--- config.mk ---
export PLATFORM = sky130hd
export DESIGN_NAME = smart_home_main
export DESIGN_NICKNAME = d
export VERILOG_FILES = /design/src/rtl/smart_home_pkg.sv /design/src/rtl/sh_pw_compare.sv /design/src/rtl/smart_home_main.sv
export SDC_FILE = /design/constraint.sdc
export NUM_CORES = 1
export LEC_CHECK = 0
export BUFFER_PORTS_ARGS = -buffer_cell sky130_fd_sc_hd__buf_2
export CORE_AREA = 2 2 39 41
export CTS_CLUSTER_SIZE = 24
export DETAILED_ROUTE_END_ITERATION = 10
export DIE_AREA = 0 0 41 43
export PLACE_DENSITY = 0.67
export SLEW_MARGIN = 10
export SYNTH_ARGS = -nofsm -noshare
export SYNTH_HDL_FRONTEND = slang
export SYNTH_SLANG_ARGS = --single-unit
export TNS_END_PERCENT = 30
--- constraint.sdc ---
create_clock -name clk -period 0.8 [get_ports clk]
set_input_delay 0.08 -clock clk [delete_from_list [all_inputs] [get_ports clk]]
set_output_delay 0.08 -clock clk [all_outputs]
set_load 0.005 [all_outputs]
--- src/rtl/smart_home_pkg.sv ---
// +-----------------------------------------------------------------------------
// | smart_home_pkg : shared widths and constants for the smart-home core
// | Rev 1.0 - initial release
// +-----------------------------------------------------------------------------
`default_nettype none

package smart_home_pkg;

  localparam int PW_W  = 4;
  localparam int N_DEV = 4;
  localparam int N_PW  = 3;

  localparam logic [N_DEV-1:0] DEV_ALL_OFF = '0;

endpackage : smart_home_pkg

`default_nettype wire

--- src/rtl/sh_pw_compare.sv ---
// +-----------------------------------------------------------------------------
// | sh_pw_compare : combinational three-digit password equality check
// | Rev 1.0 - initial release
// +-----------------------------------------------------------------------------
`default_nettype none

module sh_pw_compare
  import smart_home_pkg::*;
#(
  parameter int PW_W_P = PW_W
) (
  input  logic [PW_W_P-1:0] pdp1_i,
  input  logic [PW_W_P-1:0] pdp2_i,
  input  logic [PW_W_P-1:0] pdp3_i,
  input  logic [PW_W_P-1:0] uep1_i,
  input  logic [PW_W_P-1:0] uep2_i,
  input  logic [PW_W_P-1:0] uep3_i,
  output logic              match_o
);

  assign match_o = (uep1_i == pdp1_i) && (uep2_i == pdp2_i) && (uep3_i == pdp3_i);

endmodule : sh_pw_compare

`default_nettype wire

--- src/rtl/smart_home_main.sv ---
// +-----------------------------------------------------------------------------
// | smart_home_main : security lock plus gated device control, registered outputs
// | Optional idle auto-off timer enabled by macro SMART_HOME_IDLE_TIMEOUT_EN
// | Rev 1.0 - initial release
// +-----------------------------------------------------------------------------
`default_nettype none

module smart_home_main
  import smart_home_pkg::*;
#(
  parameter int PW_W_P      = PW_W,
  parameter int N_DEV_P     = N_DEV,
  parameter int IDLE_CYCLES = 16
) (
  input  logic               clk,
  input  logic               rst,
  input  logic               Motion_Sensor,
  input  logic               Fire_Detector,
  input  logic [PW_W_P-1:0]  PDP1,
  input  logic [PW_W_P-1:0]  PDP2,
  input  logic [PW_W_P-1:0]  PDP3,
  input  logic [PW_W_P-1:0]  UEP1,
  input  logic [PW_W_P-1:0]  UEP2,
  input  logic [PW_W_P-1:0]  UEP3,
  input  logic [N_DEV_P-1:0] Remote,
  output logic               M,
  output logic [N_DEV_P-1:0] Devices
);

  if (IDLE_CYCLES < 1) begin : g_idle_chk
    $error("IDLE_CYCLES must be at least 1");
  end

  logic               match_c;
  logic               occupied_c;
  logic               m_q;
  logic               m_d;
  logic [N_DEV_P-1:0] dev_q;
  logic [N_DEV_P-1:0] dev_d;

  sh_pw_compare #(
    .PW_W_P (PW_W_P)
  ) u_pw_compare (
    .pdp1_i  (PDP1),
    .pdp2_i  (PDP2),
    .pdp3_i  (PDP3),
    .uep1_i  (UEP1),
    .uep2_i  (UEP2),
    .uep3_i  (UEP3),
    .match_o (match_c)
  );

`ifdef SMART_HOME_IDLE_TIMEOUT_EN
  localparam int IDLE_W = $clog2(IDLE_CYCLES + 1);

  logic [IDLE_W-1:0] idle_q;
  logic [IDLE_W-1:0] idle_d;

  always_comb begin
    idle_d = idle_q;
    if (Motion_Sensor) begin
      idle_d = IDLE_W'(IDLE_CYCLES);
    end else if (idle_q != '0) begin
      idle_d = idle_q - IDLE_W'(1);
    end
  end

  // Counter value before this sample gives exactly IDLE_CYCLES powered samples after motion falls.
  assign occupied_c = Motion_Sensor || (idle_q != '0);

  always_ff @(posedge clk or posedge rst) begin
    if (rst) begin
      idle_q <= '0;
    end else begin
      idle_q <= idle_d;
    end
  end
`else
  assign occupied_c = Motion_Sensor;
`endif

  always_comb begin
    m_d   = match_c;
    dev_d = N_DEV_P'(DEV_ALL_OFF);
    if (Fire_Detector) begin
      dev_d = N_DEV_P'(DEV_ALL_OFF);
    end else if (!match_c) begin
      dev_d = N_DEV_P'(DEV_ALL_OFF);
    end else if (!occupied_c) begin
      dev_d = N_DEV_P'(DEV_ALL_OFF);
    end else begin
      dev_d = Remote;
    end
  end

  always_ff @(posedge clk or posedge rst) begin
    if (rst) begin
      m_q   <= 1'b0;
      dev_q <= '0;
    end else begin
      m_q   <= m_d;
      dev_q <= dev_d;
    end
  end

  assign M       = m_q;
  assign Devices = dev_q;

endmodule : smart_home_main

`default_nettype wire

==> Word level (Yosys, flattened, before mapping) <==
Cells that the tools add are included.
W data, S select, Z words.
{ "word_totals": {"inputBits": 32, "out_inout_bits": 5, "register_bits": 5, "word_cells": 10} }
{ "op_classes": {"n_reduce_logical": 2, "n_eq_ne": 3, "n_mux": 3} }
{ "op_table": {"columns": ["op", "n"], "rows": [
  ["$eq A4 B4 Y1", 3],
  ["$mux W4", 3],
  ["$logic_and A1 B1 Y1", 2]
]} }

==> Logic depth before layout (Yosys ltp) <==
{ "depth": {"depth_word": 5, "ltp_mapped": 3, "depth_no_buf": 3} }

==> By module <==
A second synthesis with hierarchy kept.
{ "hier_totals": {"hier_cells": 26, "area_unflattened_um2": 302.8} }
{ "by_module_without_submodules": {"columns": ["mod", "cells_each", "area_each_um2", "instances", "seq_area_each_um2"], "rows": [
  ["smart_home_main", 10, 168.9, 1, 125.1],
  ["sh_pw_compare", 16, 133.9, 1, 0.0]
]} }

==> Worst setup path before layout <==
Ideal clock, no wire load.
{ "synth_timing": {"path_type": "input port to flip-flop", "from": "input port PDP3[1]", "to": "register dev_q[0] (netlist: Devices[0])", "path_buffers": 0, "slack_ps": 42, "setup_ps": 101, "required_time_ps": 699, "arrival_ps": 657, "cell_stages": 3, "cell_sequence": "xnor2_1 nand4_2 nor4_1"} }
{ "synth_via": {"elab_chain_cells": 4} }
{ "synth_rtl": {"columns": ["item", "line", "text"], "rows": [
  ["from (decl)", "smart_home_main.sv:21", "input logic [PW_W_P-1:0] PDP3,"],
  ["$eq A4 B4 Y1", "sh_pw_compare.sv:21", "assign match_o = (uep1_i == pdp1_i) && (uep2_i == pdp2_i) && (uep3_i == pdp3_i);"],
  ["$logic_and A1 B1 Y1", "sh_pw_compare.sv:21", null],
  ["$mux W4", "smart_home_main.sv:87", "end else if (!match_c) begin"],
  ["$mux W4", "smart_home_main.sv:85", "if (Fire_Detector) begin"],
  ["via dev_d[0]", "smart_home_main.sv:39", "logic [N_DEV_P-1:0] dev_d;"],
  ["to (signal assigned)", "smart_home_main.sv:102", "dev_q <= dev_d;"],
  ["to (decl)", "smart_home_main.sv:38", "logic [N_DEV_P-1:0] dev_q;"]
]} }
The timed path passes the listed nets, and every way through them passes these cells.

==> Final worst setup path <==
{ "layout_timing": {"from": "register dev_q[3] (netlist: Devices[3])", "to": "output port Devices[3]"} }
{ "layout_rtl": {"columns": ["item", "line", "text"], "rows": [
  ["to (decl)", "smart_home_main.sv:27", "output logic [N_DEV_P-1:0] Devices"]
]} }
No word-level cell between the ends.

==> impl_metrics.yaml <==
status:
  status: "complete, no violations"
yosys:
  synth_area_per_cell_sq_um: 10.3
  ys_seq_area_share_pct: 39.4
  synth_largest_area_cell: "dfrtp_1"
  synth_top_cell_area_share_pct: 39.4
  synth_cell_type_count: 10
  synth_fa_ha_area_share_pct: 0
  synth_seq_cells: 5
  synth_compound_area_share_pct: 0
  synthCells: 31
  synth_nets: 63
  synthMuxAreaShare_pct: 0
  synth_top_family_by_area: "XOR/XNOR gates"
  synth-simple-area-share_pct: 24.0
  synth_xor_area_share_pct: 35.4
  ys_top_cells_by_area: "dfrtp_1 (39%), xnor2_1 (30%), nor4_1 (7.9%), xnor2_2 (5.1%), nand2_1 (4.7%)"
  syn_area_sq_um: 318
  ys_warn_count: 0
grt:
  grt_pass1_vias: 347
  antenna_found_initial: 0
  grt_pass1_wl_um: 1180
  grt_remaining_overflow: 0
  grtUsageTotal_pct: 10.2
  grt_max_degree: 6
pwr:
  power_density_nw_per_um2: 1290
  p_leak_nw: 0.288
  ir_drop_mv: 0.464
  p_total_mw: 0.715
clock_network:
  clock_sinks: 5
  cts_made_buffers: 3
  cts_tree: "built"
  clk_pin_slew_worst_paths_ns: 0.04
  post_cts_buffers: 0
  cts_root_buf: "clkbuf_4"
  htree_levels: 1
  clock_path_buffers: 2
critical_path:
  cp-end-kind: "output port"
  setup.worst_path.class: "register to output port"
  startpoint_type: "register"
  max_stage_delay_ns: 0.35
  crit_fanout: 1
  path_buf_inv: 1
  cp_data_required_time_ns: 0.72
  path_delay_family: "flip-flops"
  path_cells: "buf_2"
  arrival_ns: 0.70
  slowest_stage: "dfrtp_1"
cells_and_area:
  seq_area_sq_um: 125
  fill_cells: 150
  area_growth_pct: 74.4
  antenna_cells: 0
  fin_util_pct: 40.1
  multi_input_area_sq_um: 189
  final_area_sq_um: 554
  drive_above_1_share_pct: 56.9
  finalNetCount: 105
  final_cells: 88
floorplan:
  die_w_um: 41
  initial_core_util_pct: 23.0
  rows: 14
  core_area_sq_um: 1380
  boundaryPins: 37
  die_h_um: 43
  dieArea_sq_um: 1760
sta:
  relSlewSlack_pct: 83.6
  worstMarginPinSlew_ns: 0.243
  timing.final.max_slew_violations: 0
  rsz0062_at_grt: "yes"
  hold_viol: 0
  min_period_ns: 0.783
  setup_viol: 0
  fmax_mhz: 1280
  period_share_pct: 97.9
detailed_routing:
  firstDrtPassIters: 1
  route.detailed.drc: 0
  drt_wl_total_um: 704
  routed_via_density: 4.11
  wl_per_cell_um: 8.00
  ant_nets: 0
  drtIter0Drc: 0
  via_count: 362
placed_design:
  post-place-cells: 83
  place_area_sq_um: 518
  gp_congestion: 0.672
  hpwl_um: 641
  io_buffers: 36
job:
  drv_cap: 0
hold_path:
  hold_path.class: "input pin to register"
-- registers in the layout (all words and copies together) (netlist names) --
signal	cells
Devices	4
M	1
-- metrics by stage --
stage / setup WS, ns / TNS [ns] / hold WS [ns]
after floorplan: 0.0420 / 0 / -0.141
after detailed placement: -0.178 / -0.725 / -0.0203
after global routing: -0.0254 / -0.101 / 0.0533
final: 0.0167 / 0 / 0.0696
after CTS: 0.00267 / 0 / 0.0593
after global placement: -0.179 / -0.632 / -0.0203
-- metal layers --
| metal | global-route usage, % | vias to the layer above | wire length, um |
|---|---|---|---|
| met1 | 11.1 | 153 | 254 |
| met5 | 0 | - | 0 |
| met3 | 3.14 | 0 | 90 |
| met4 | 10.0 | 0 | 0 |
| met2 | 14.4 | 19 | 358 |
| li1 | - | 190 | - |
-- cell families after synthesis --
group,Yosys count
xor gates and xnor gates,12
buffers and inverters,1
DFF,5
and+or+nand+nor,13
-- worst paths after layout --
kind	start	to	slack [ns]	cells past startpoint
setup / recovery	Devices[3]	Devices[3]	0.02	1
hold / removal	Remote[3]	Devices[3]	0.07	3
max in group asynchronous	rst	Devices[2]	0.37	3
min in group asynchronous	rst	M	0.27	3
-- Yosys cell counts --
cell and n:
xnor2_1 11, dfrtp_1 5, nand2_1 4, nor4_1 4, nand4_1 2, inv_1 1
nand4_2 1, nor2b_1 1, nor3_1 1, xnor2_2 1
-- layout by cell type (no fill, tap or decap), drive strengths merged --
master | synthesis | final
inv | 1 | 1
dfrtp | 5 | 5
nor3 | 1 | 1
xnor2 | 12 | 12
nor2b | 1 | 1
clkbuf | 0 | 4
nor4 | 4 | 4
dlygate4sd3 | 0 | 1
nand4 | 3 | 3
buf | 0 | 36
nand2 | 4 | 4
-- area by class of cell --
| cell class | instances | share of cell area, % |
|---|---|---|
| Clock buffer | 4 | 4.74 |
| Sequential cell | 5 | 22.6 |
| Tap cell | 16 | 3.61 |
| Multi-Input combinational cell | 25 | 34.1 |
| Timing Repair Buffer | 37 | 34.3 |
| Inverter | 1 | 0.677 |
-- where the power goes --
group	internal, mW	switching [mW]
registers	0.254	0.00000748
logic	0.107	0.0695
clock network	0.188	0.0964
total	0.549	0.166
-- repair_timing --
action,in CTS,in global routing
resized for setup,0,0
hold buffers,1,0
endpoints found under the setup margin,0,5
hold endpoints to repair,5,0
Note: power is estimated with default switching activity, not from simulation.
